$ cat src/rtl/timer_6801_if.sv
// CPU-side register bus of the 6801 timer: address/qualifier/direction, write data, read data.
interface timer_6801_if;
  logic [15:0] address;
  logic        vma;
  logic        rw;
  logic [7:0]  data_in;
  logic [7:0]  data_out;

  modport master (output address, vma, rw, data_in, input data_out);
  modport slave  (input address, vma, rw, data_in, output data_out);
endinterface

$ cat src/rtl/timer_6801.sv
// 6801-style 16-bit timer: free-running counter, output compare, input capture, two-step flag clears.
// Register reads are combinational; all side effects land on the access edge; hold freezes everything but rst.
module timer_6801 #(
  parameter logic [15:0] BASE = 16'h0008
) (
  input  logic         clk,
  input  logic         rst,
  input  logic         hold,
  input  logic         tin,
  timer_6801_if.slave  bus,
  output logic         tout,
  output logic         irq_icf,
  output logic         irq_ocf,
  output logic         irq_tof
);

  logic [15:0] frc, ocr, icr;
  logic [4:0]  ctl;
  logic        icf, ocf, tof;
  logic        arm_icf, arm_ocf, arm_tof;
  logic [7:0]  lo_buf;
  logic        sync1, sync2, tin_q;

  logic [15:0] offs;
  logic [2:0]  off;
  logic        acc, rd, wr, rd_tcsr;
  logic        frc_load, ocr_wr, wrap, match;
  logic        rise, fall, cap;
  logic        clr_icf, clr_ocf, clr_tof;

  assign offs     = bus.address - BASE;
  assign acc      = bus.vma && !hold && (bus.address >= BASE) && (offs <= 16'd6);
  assign off      = offs[2:0];
  assign rd       = acc && bus.rw;
  assign wr       = acc && !bus.rw;
  assign rd_tcsr  = rd && (off == 3'd0);

  // Writing the counter high byte presets it; the data byte is irrelevant.
  assign frc_load = wr && (off == 3'd1);
  assign ocr_wr   = wr && ((off == 3'd3) || (off == 3'd4));
  assign wrap     = (frc == 16'hFFFF) && !frc_load;
  assign match    = (frc == ocr) && !ocr_wr;

  assign rise     = sync2 && !tin_q;
  assign fall     = !sync2 && tin_q;
  assign cap      = ctl[1] ? rise : fall;

  assign clr_icf  = arm_icf && rd && (off == 3'd5);
  assign clr_ocf  = arm_ocf && ocr_wr;
  assign clr_tof  = arm_tof && rd && (off == 3'd1);

  always_ff @(posedge clk) begin
    if (rst) begin
      frc     <= 16'h0000;
      ocr     <= 16'hFFFF;
      icr     <= 16'h0000;
      ctl     <= 5'b0;
      icf     <= 1'b0;
      ocf     <= 1'b0;
      tof     <= 1'b0;
      arm_icf <= 1'b0;
      arm_ocf <= 1'b0;
      arm_tof <= 1'b0;
      lo_buf  <= 8'h00;
      sync1   <= 1'b1;
      sync2   <= 1'b1;
      tin_q   <= 1'b1;
      tout    <= 1'b0;
    end else if (!hold) begin
      sync1 <= tin;
      sync2 <= sync1;
      tin_q <= sync2;
      frc   <= frc_load ? 16'hFFF8 : frc + 16'd1;
      if (wr && (off == 3'd0)) ctl <= bus.data_in[4:0];
      if (wr && (off == 3'd3)) ocr[15:8] <= bus.data_in;
      if (wr && (off == 3'd4)) ocr[7:0]  <= bus.data_in;
      if (match) tout <= ctl[0];
      if (cap) icr <= frc;
      if (rd && (off == 3'd1)) lo_buf <= frc[7:0];
      // A flag set coinciding with its clear wins, and the arm survives.
      icf     <= cap   || (icf && !clr_icf);
      ocf     <= match || (ocf && !clr_ocf);
      tof     <= wrap  || (tof && !clr_tof);
      arm_icf <= (rd_tcsr && icf) || (arm_icf && !(clr_icf && !cap));
      arm_ocf <= (rd_tcsr && ocf) || (arm_ocf && !(clr_ocf && !match));
      arm_tof <= (rd_tcsr && tof) || (arm_tof && !(clr_tof && !wrap));
    end
  end

  always_comb begin
    bus.data_out = 8'h00;
    if (rd && !rst) begin
      case (off)
        3'd0:    bus.data_out = {icf, ocf, tof, ctl};
        3'd1:    bus.data_out = frc[15:8];
        3'd2:    bus.data_out = lo_buf;
        3'd3:    bus.data_out = ocr[15:8];
        3'd4:    bus.data_out = ocr[7:0];
        3'd5:    bus.data_out = icr[15:8];
        3'd6:    bus.data_out = icr[7:0];
        default: bus.data_out = 8'h00;
      endcase
    end
  end

  assign irq_icf = icf && ctl[4];
  assign irq_ocf = ocf && ctl[3];
  assign irq_tof = tof && ctl[2];

endmodule

$ cat src/flat_wrapper.sv
// flat-port wrapper written by rule: the top's interface ports become plain ports
module timer_6801_flat 
#(
  parameter logic [15:0] BASE = 16'h0008
)
  (clk, rst, hold, tin, tout, irq_icf, irq_ocf, irq_tof, bus_address, bus_vma, bus_rw, bus_data_in, bus_data_out);
  timer_6801_if bus_i ();
  input  logic clk;
  input  logic rst;
  input  logic hold;
  input  logic tin;
  output logic tout;
  output logic irq_icf;
  output logic irq_ocf;
  output logic irq_tof;
  input wire logic [$bits(bus_i.address)-1:0] bus_address;
  input wire logic [$bits(bus_i.vma)-1:0] bus_vma;
  input wire logic [$bits(bus_i.rw)-1:0] bus_rw;
  input wire logic [$bits(bus_i.data_in)-1:0] bus_data_in;
  output wire logic [$bits(bus_i.data_out)-1:0] bus_data_out;
  assign bus_i.address = bus_address;
  assign bus_i.vma = bus_vma;
  assign bus_i.rw = bus_rw;
  assign bus_i.data_in = bus_data_in;
  assign bus_data_out = bus_i.data_out;
  timer_6801 #(.BASE(BASE)) u_core (.clk(clk), .rst(rst), .hold(hold), .tin(tin), .bus(bus_i), .tout(tout), .irq_icf(irq_icf), .irq_ocf(irq_ocf), .irq_tof(irq_tof));
endmodule
$ cat config.mk
export PLATFORM = sky130hd
export DESIGN_NAME = timer_6801_flat
export DESIGN_NICKNAME = d
export VERILOG_FILES = /design/src/rtl/timer_6801_if.sv /design/src/rtl/timer_6801.sv /design/src/flat_wrapper.sv
export SDC_FILE = /design/constraint.sdc
export NUM_CORES = 1
export LEC_CHECK = 0
export ABC_AREA = 0
export ABC_CLOCK_PERIOD_IN_PS = 2250
export BUFFER_PORTS_ARGS = -buffer_cell sky130_fd_sc_hd__buf_2
export CORE_ASPECT_RATIO = 1.4
export CORE_MARGIN = 2
export CORE_UTILIZATION = 45
export DETAILED_ROUTE_END_ITERATION = 8
export PLACE_DENSITY_LB_ADDON = 0.1
export SYNTH_ARGS = -nofsm -noshare
export SYNTH_HDL_FRONTEND = slang
export SYNTH_SLANG_ARGS = --single-unit
$ cat constraint.sdc
create_clock -name clk -period 2.25 [get_ports clk]
set_input_delay 0.1125 -clock clk [delete_from_list [all_inputs] [get_ports clk]]
set_output_delay 0.1125 -clock clk [all_outputs]
set_load 0.01 [all_outputs]
==> impl_results.md, run 1 <==
- Status: finished clean
- Final Hold Fails: 0
- Starting density of the core: 46.64%
- EDFF count, synth: 0
- Primary FF master, synth: dfxtp_1
- Clock Sinks: just over 70
- Clock root buffer: clkbuf_16
- Yosys top cell area share: 36.96%
- CP bufs+invs: 2
- Final hold slack: ~21 ps
- PD cells: slightly above 600 mW/mm2
- Final Max Tran Viols: 0
- Setup violators final: 0
- Worst vdd ir: 0.0004569 V
- Mean Syn Cell Area: 8.924 um2
- Synth Cell Area: between 0.003 and 0.004 mm2
- Async SR Flop Fraction: 0%
- Average wire per standard cell: 17.80 um
- Die width: around 82 um
- Leak pwr: about 1.7 nW
- N_diodes: 0
- Data arrival, critical path: around 2300 ps
- Die ar.: 0.009313 mm2
- Setup Skew: 6.304 ps
- Overflow after GRT: 0
- CTS buffer count: 9
- Final setup margin: 131.2 ps
- IO Count: 42
- Clock buffer depth: 2
- CTS tree: done
- Vias in the first global route: 3269
- Final wirelength: 10630 um
- Worst-path cell chain: buf_2 -> inv_1 -> ha_1 -> o21bai_1 -> a311o_2 -> a211oi_2 -> mux2i_1 -> nand2_1
- Worst hold-check path type: in2reg
- Tcrit/Tclk final: 94.17%
- Placed insts: 580
- Via count: 3357
- FF+latch count, synth: 71
- Initial DRC count: 205
- Number of routed nets with antenna violations: 0
- DRC Markers: 0
- Row Count: 39
- Max cap viols: 0
- Crit Path Class: in2reg
- H-Tree Depth: 3
- Post-Syn Nets: 463
- Final min period: 2119 ps
- Crit path capture type: flip-flop
- Crit start category: input port
- Area of placed instances: 0.004362 mm2
- TritonRoute pass-1 iters: 7
- First-pass GRT wire length: 16840 um
- Final Net Count: 522
- Post-synthesis sequential area ratio: 36.96%
- Post-DP HPWL: 8011 um
- Slowest stage cell, crit path: a211oi_2
- Initial antenna violation count: 0
- Core Area: approximately 0.0082 mm2
- Fill cells: 778
- Largest net degree at the start of global routing: 51
- Worst-Margin Slew: 1047 ps
- Max Clk Rate: 472.0 MHz
- Setup Buffers After CTS: 0
- Vias per inst: approximately 5.6
- DIE HEIGHT: 113.4 um
- Worst-Skew Late Latency: 330 ps
- Biggest area consumer among synthesized cells: dfxtp_1
- Worst path max stage delay: 880 ps
- Yosys Warn Count: 0
- Largest cells by area after synthesis: dfxtp_1, mux2i_1, xnor2_1, nor2_1, nand2_1
- Number of port buffers: 41
- Layout Area Growth over Synthesis: 21.63%
- Yosys cell types: 58
- Max_slew headroom: 30.05%
- Gp weighted congestion: 0.8378
- Non-Filler Instances: 597
- Final Cell Area: 0.004678 mm2
- Clock transition at path regs: 60 ps
- Pre-CTS WS: -187.2 ps
- Unrepaired setup endpoints after global routing: false
- Top delay family on crit path: compound AO/OA/AOI/OAI gates
- Critical Path RT: 2460 ps
- Ratio of cells with drive above 1 in the final layout: a little under a quarter
- Mapped Cells: 431
- GRT Overall Usage: 24.40%
- Critical-path maximum fanout: 9
[state kept, by name, indices dropped and copies added (netlist names)]
name	flops
u_core.arm_icf	1
u_core.arm_ocf	1
u_core.arm_tof	1
u_core.ctl	5
u_core.frc	16
u_core.icf	1
u_core.icr	16
u_core.lo_buf	8
u_core.ocf	1
u_core.ocr	16
u_core.sync1	1
u_core.sync2	1
u_core.tin_q	1
u_core.tof	1
u_core.tout	1
[cell families after synthesis]
family,count (synthesis),synth area share [%]
flip-flops,71,36.96
multiplexers,65,17.76
buffers and inverters,41,4.359
AND/OR/NAND/NOR,158,21.44
adder cells (fa/ha/maj),2,0.6505
XOR/XNOR,32,7.287
AO/OA/AOI/OAI,62,11.55
[placed cells by master, fill, tap and decap left out, drive strengths merged, types with 3 or more instances in the layout]
cell | netlist | routed
and3 | 4 | 4
nand4 | 11 | 11
and2 | 6 | 6
nand2 | 36 | 36
nor2 | 52 | 52
nor4 | 6 | 6
clkbuf | 21 | 11
mux2i | 57 | 57
and4 | 5 | 5
dfxtp | 71 | 71
nand3 | 10 | 10
nand3b | 3 | 3
nor3 | 6 | 6
xnor2 | 24 | 24
a21oi | 23 | 23
a22oi | 7 | 7
buf | 11 | 79
a31oi | 3 | 3
a211oi | 3 | 3
nor4b | 3 | 3
o21ai | 3 | 3
nor2b | 7 | 7
clkinvlp | 0 | 3
xor2 | 8 | 8
mux2 | 6 | 6
inv | 9 | 9
[routing by layer]
layer	vias up	GRT usage, %	routed length, um
met4	0	11.22	350
met5	-	0	0
li1	1657	-	-
met3	21	4.826	318
met1	1609	28.69	4516
met2	70	41.84	5442
[cell type report]
class | count | area, um2 | share of cell area (%)
Clock buffer | 11 | 242.7 | 5.189
Clock inverter | 5 | 57.56 | 1.230
Inverter | 9 | 33.78 | 0.7221
Multi-Input combinational cell | 319 | 2282 | 48.78
Sequential cell | 71 | 1421 | 30.38
Tap cell | 102 | 127.6 | 2.728
Timing Repair Buffer | 80 | 513.0 | 10.97
[final timing paths]
| check | startpoint | to | slack, ps | cells after the start |
|---|---|---|---|---|
| max | bus_address[3] | u_core.ocr[5] | 130 | 8 |
| min | bus_data_in[7] | u_core.ocr[7] | 20 | 3 |
| max reg2reg | u_core.frc[0] | u_core.frc[15] | 420 | 5 |
| min reg2reg | u_core.tout | u_core.tout | 450 | 2 |
[Yosys cell counts, types with 6 or more instances]
library cell,instances
nor3_1,6
mux2_2,6
nor2_1,52
nor2b_1,7
a21oi_1,23
buf_2,7
nand4_1,10
nand3_1,9
inv_1,9
xnor2_1,24
a22oi_1,7
nand2_1,36
and2_1,6
clkbuf_1,20
mux2i_1,57
dfxtp_1,71
xor2_1,8
[worst register-to-register path, cell delays in order, from the launching register on]
cell and delay, ps:
dfxtp_1 480, nand3b_1 180, or4_1 540, nor3_1 270, xnor2_1 150, a21oi_1 80
[through the flow]
stage	power [W]	util, %	setup TNS [ps]
after floorplan	0.001434	-	0
after global placement	0.001529	52.89	-1328
after detailed placement	0.001532	52.89	-1566
after CTS	0.002937	56.65	0
after global routing	0.003022	56.73	0
final	0.002911	56.73	0
[power breakdown]
group,internal (W),switching (W),leakage (nW)
clock network,0.000885,0.000517,0.138
logic,0.0000997,0.000137,1.04
registers,0.00126,0.00000800,0.573
total,0.00225,0.000661,1.75
[repair_timing]
| item | in CTS | in global routing |
|---|---|---|
| endpoints found under the hold margin | 1 | 0 |
| endpoints found under the setup margin | 0 | 4 |
| hold buffers | 1 | 0 |
| resized for setup | 0 | 1 |
Note: power is estimated with default switching activity, not from simulation.
==> inputs of run 2 (changes only) <==
CORE_UTILIZATION = 42   (was 45)
==> run 2 against run 1 <==
Maximum frequency grew 1.8%. Critical path type is now in2out. Routed wire length increased by 5.9%. Combinational power is 3% lower. Sequential share of layout area barely moved. Largest power group unchanged. Largest cell class unchanged. Non-clock buffer count decreased by 5. First-iteration DRC count decreased by 13%.
==> impl_results.md, run 2 (same netlist as run 1, synthesis figures left out) <==
- Status: finished clean
- Multi-input gate area: 0.002276 mm2
- Overflow after GRT: 0
- RR Startpoint: u_core.frc[1]
- Top flop regs: u_core.frc (16), u_core.icr (16), u_core.ocr (16)
- Crit Path Class: in2out
- Setup Buffers After CTS: 0
- Unrepaired setup endpoints after global routing: false
- Setup Skew: 4.720 ps
- DIE HEIGHT: around 120 um
- End point of the critical path: bus_data_out[4]
- Worst vdd ir: 0.0004856 V
- Commonest cells after routing, fill and taps aside: dfxtp_1, mux2i_1, nor2_1
- Via count: 3351
- Initial DRC count: 178
- N_diodes: 0
- Final Net Count: 517
- Reg area: ~0.0014 mm2
- Number of port buffers: 41
- Crit path capture type: output port
- R2R setup slack: roughly 430 ps
- Core Area: 0.008977 mm2
- Die width: approximately 85 um
- Leak pwr: 1.742 nW
- Max cap viols: 0
- TritonRoute pass-1 iters: 6
- Max Clk Rate: 480.3 MHz
- Final hold slack: 4.455 ps
- Critical Path RT: 2140 ps
- Number of routed nets with antenna violations: 0
- Clock root buffer: clkbuf_16
- Reg2reg path depth: 5
- FF-to-FF End: u_core.frc[15]
- Clock Sinks: 71
- Die ar.: 0.009950 mm2
- Max_slew headroom: between 50% and 60%
- Worst hold-check path type: in2reg
- Fill cells: 865
- Average wire per standard cell: 18.86 um
- GRT Overall Usage: about a quarter
- Worst-Skew Late Latency: roughly 340 ps
- Final min period: 2082 ps
- CTS tree: done
- Crit start category: input port
- Count of cells resized by post-cts repair: 0
- Layout Area Growth over Synthesis: 21.50%
- Ratio of cells with drive above 1 in the final layout: 22.24%
- Final Hold Fails: 0
- Non-Filler Instances: about 600
- Initial antenna violation count: 0
- H-Tree Depth: 3
- Tcrit/Tclk final: between 90% and 100%
- Commonest non-fill, non-tap cell in the layout: dfxtp_1
- Placed insts: 580
- First-pass GRT wire length: ~18000 um
- Worst-Margin Slew: about 600 ps
- Critical-path maximum fanout: 6
- Final Max Tran Viols: 0
- Post-DP HPWL: 8379 um
- CTS buffer count: 9
- Final wirelength: 11260 um
- Clock buffer depth: 2
- Row Count: between 40 and 50
- Vias in the first global route: 3273
- PD cells: ~660 mW/mm2
- Gp weighted congestion: between 0.9 and 1
- Data arrival, critical path: 1970 ps
- Final TNS setup: 0 ps
- CTS Hold Buffers Added: 1
- DRC Markers: 0
- Vias per inst: around 5.6
- Crit. Startpoint: bus_address[3]
- Overall power: 0.003068 W
- Largest net degree at the start of global routing: 51
- IO Count: 42
- Setup violators final: 0
- Clock transition at path regs: 60 ps
- Starting density of the core: 42.84%
## run 2: cell count changes in the layout (fill, tap and decap cells not counted)
cell        before  now
clkinvlp_4       3    2
o2111ai_2        1    0
o2111ai_1        1    2
bufinv_16        1    2
clkbuf_8         1    2
buf_4           37   32
clkbuf_1         1    0
## run 2: cell type report
cell class                 instances  area share (%)
timing repair buffer              75           10.17
multi-input combinational        319           48.70
tap                              107           2.865
clock buffer                      11           5.408
clock inverter                     5           1.714
inverter                           9          0.7229
sequential                        71           30.41
## run 2: metal layers
metal / share of wire, % / track usage, % / vias to the layer above
met5: 0 / 0 / -
met1: 42 / 27.81 / 1615
met4: 2.4 / 8.995 / 0
li1: - / - / 1644
met3: 3.6 / 5.119 / 18
met2: 52 / 42.62 / 74
## run 2: per-stage QoR
step	utilization (%)	setup WS, ps	instance area [um2]
finish	52.06	168.1	4673
detailed placement	48.24	2.153	4330
floorplan	-	287.0	3846
CTS	52.06	175.9	4673
global route	52.06	94.05	4673
global placement	48.24	29.08	4330
## run 2: worst max-delay path: stages
cell	delay, ps
buf_2	130
inv_1	60
ha_1	210
or4b_2	610
and4_1	210
buf_4	150
o2111a_1	170
and2_1	170
buf_2	140
## run 2: power by group
group          internal, W  leakage (nW)  switching, W
logic            0.0000933          1.01      0.000136
clock network      0.00103         0.158      0.000537
registers          0.00126         0.573    0.00000908
## run 2: worst min-delay path by stage
stage	cells past startpoint	from	end	slack, ps
floorplan	2	tin	u_core.sync1	240
global placement	3	tin	u_core.sync1	330
detailed placement	3	tin	u_core.sync1	330
CTS	3	bus_data_in[7]	u_core.ocr[7]	2
global route	3	bus_data_in[6]	u_core.ocr[6]	6
finish	3	bus_data_in[6]	u_core.ocr[6]	4
==> inputs of run 3 (changes only) <==
ABC_CLOCK_PERIOD_IN_PS = 2200   (was 2250)
GPL_TIMING_DRIVEN = 0   (was not set)
clock period = 2.2 ns   (was 2.25 ns; I/O delays follow)
==> run 3 against run 2 <==
Cell count fell by 1.2%. Clock skew rose by 4.5 ps. Worst setup slack got worse by 62 ps. Clock power decreased by 7%. Total power fell by 2.6%. Non-clock buffer count down 7. Flip-flop and latch count stayed put. Critical path depth decreased by 3. Design area fell by 3.9%. Hold slack gained 3.0 ps. Utilization fell by 2.0 points. Largest power group unchanged.
==> impl_results.md, run 3 (same netlist as run 1, synthesis figures left out) <==
- Status: finished clean
- Int Pwr: ~0.0023 W
- Row Count: 41
- Number of routed nets with antenna violations: 0
- Vias per inst: 5.671
- H-Tree Depth: 3
- Initial DRC count: 213
- FF-to-FF End: u_core.icr[10]
- Net Sw Frac: 23.68%
- Seq pwr share: 43.5%
- Post-DP HPWL: between 8000 and 9000 um
- Crit start category: flip-flop
- Setup Skew: 9.180 ps
- Final Max Tran Viols: 0
- Final Net Count: 510
- Max cap viols: 0
- Top delay family on crit path: simple AND/OR/NAND/NOR gates
- Max_slew headroom: 52.58%
- Critical Path RT: 2400 ps
- Vias in the first global route: 3176
- Final min period: 2094 ps
- Placed insts: 575
- Commonest cells after routing, fill and taps aside: dfxtp_1, mux2i_1, nor2_1
- Worst vdd ir: 0.0004612 V
- Core Area: around 0.0090 mm2
- DIE HEIGHT: 117.2 um
- Clock Sinks: 71
- DRC Markers: 0
- Leak pwr: 1.616 nW
- Hold_sp: bus_data_in[6]
- Via count: between 3000 and 4000
- Clock root buffer: clkbuf_16
- Critical-path maximum fanout: 10
- CTS buffer count: 9
- Final hold slack: around 7.5 ps
- IO Count: 42
- TritonRoute pass-1 iters: 4
- Gp weighted congestion: approximately 0.90
- First-pass GRT wire length: 17330 um
- Slowest stage cell, crit path: nor2_2
- PD cells: 664.7 mW/mm2
- Starting density of the core: a little over two fifths
- N_diodes: 0
- Psw: approximately 0.0007 W
- Unrepaired setup endpoints after global routing: false
- RR Startpoint: u_core.ctl[1]
- Clock buffer depth: 2
- Clk pwr share: between 40% and 50%
- Non-Filler Instances: 590
- Die ar.: 0.009950 mm2
- Worst-path cell chain: and3b_1 -> a21oi_1 -> nor2_2 -> buf_2 -> mux2i_1 -> nor2_1
- WHS Endpoint: u_core.ocr[14]
- Final wirelength: 11190 um
- Comb power frac: under 10%
- Initial antenna violation count: 0
- Commonest non-fill, non-tap cell in the layout: dfxtp_1
- Worst hold-check path type: in2reg
- Number of port buffers: 37
- Setup violators final: 0
- Reg2reg path depth: 6
- Final Util: 50.05%
- Average wire per standard cell: 18.96 um
- GRT Overall Usage: 23.09%
- Crit Path Class: reg2reg
- R2R setup slack: roughly 110 ps
- Max Clk Rate: 477.6 MHz
- Worst-Margin Slew: around 710 ps
- Largest net degree at the start of global routing: 20
- Overflow after GRT: 0
- Worst path max stage delay: 580 ps
- Crit path capture type: flip-flop
- Top flop regs: u_core.frc (16), u_core.icr (16), u_core.ocr (16)
- Ratio of cells with drive above 1 in the final layout: 16.77%
- CP bufs+invs: 1
- Tcrit/Tclk final: 95.17%
- CTS tree: done
- Final Hold Fails: 0
- Die width: 84.88 um
- Worst hold stages: 3
- Crit. path cell count: 6
- Clock transition at path regs: 60 ps
- Data arrival, critical path: around 2300 ps
- Worst-Skew Late Latency: 340 ps
- Layout Area Growth over Synthesis: 16.82%
==> run 3: cell types whose count changed in the layout (fill, tap and decap cells not counted), moves of 2 or more <==
cell,previous run,this run
clkinv_2,1,3
a211oi_2,2,0
buf_1,0,2
buf_4,32,1
buf_2,41,43
clkbuf_1,0,19
a211oi_1,1,3
==> run 3: worst register-to-register path: cells and delay by family (launching register included) <==
kind,cells,cell delay [ps]
AND/OR/NAND/NOR,3,810
buffers and inverters,1,450
multiplexers,1,230
AO/OA/AOI/OAI,1,90
flip-flops,1,380
==> run 3: area by class of cell <==
| cell class | instances | area [um2] |
|---|---|---|
| multi-input combinational | 319 | 2281 |
| clock buffer | 10 | 239.0 |
| sequential | 71 | 1421 |
| clock inverter | 6 | 60.06 |
| buffer | 30 | 128.9 |
| timing repair buffer | 38 | 195.2 |
| inverter | 9 | 33.78 |
| tap | 107 | 133.9 |
| fill | 886 | 4484 |
==> run 3: worst max path at each step <==
| stage | from | end | slack, ps |
|---|---|---|---|
| after floorplan | bus_address[3] | u_core.ocr[10] | 240 |
| after global placement | bus_address[3] | u_core.arm_tof | -300 |
| after detailed placement | bus_address[3] | u_core.arm_ocf | -320 |
| after CTS | u_core.frc[1] | u_core.frc[10] | 70 |
| after global routing | u_core.ctl[1] | u_core.icr[5] | 30 |
| final | u_core.ctl[1] | u_core.icr[10] | 110 |
==> run 3: power groups by stage <==
stage	Clock, W	Sequential [W]	Combinational, W
after global placement	0	0.00133	0.000222
after floorplan	0	0.00133	0.000141
final	0.00146	0.00130	0.000228
after global routing	0.00154	0.00130	0.000250
after detailed placement	0	0.00133	0.000224
after CTS	0.00147	0.00130	0.000226
==> run 3: what timing repair did <==
action / in CTS / in global routing
endpoints found under the hold margin: 1 / 0
buffers inserted: 0 / 0
setup endpoints to repair: 16 / 12
hold buffers: 1 / 0
resized for setup: 2 / 4
==> run 3: layer usage <==
metal / vias to the layer above / track usage [%] / share of wire, %
met3: 28 / 4.488 / 4.7
met2: 92 / 39.79 / 50
met4: 0 / 12.17 / 4.0
li1: 1639 / - / -
met1: 1587 / 27.25 / 42
met5: - / 0 / 0
==> run 3: per-stage QoR <==
step	TNS [ps]	area, um2	setup slack [ps]	total power [W]
5_1_grt	0	4493	27.52	0.003089
6_report	0	4493	106.3	0.002987
3_3_place_gp	-4714	4165	-295.3	0.001551
2_1_floorplan	0	3846	239.5	0.001466
3_5_place_dp	-5742	4165	-321.8	0.001553
4_1_cts	0	4476	67.48	0.002994
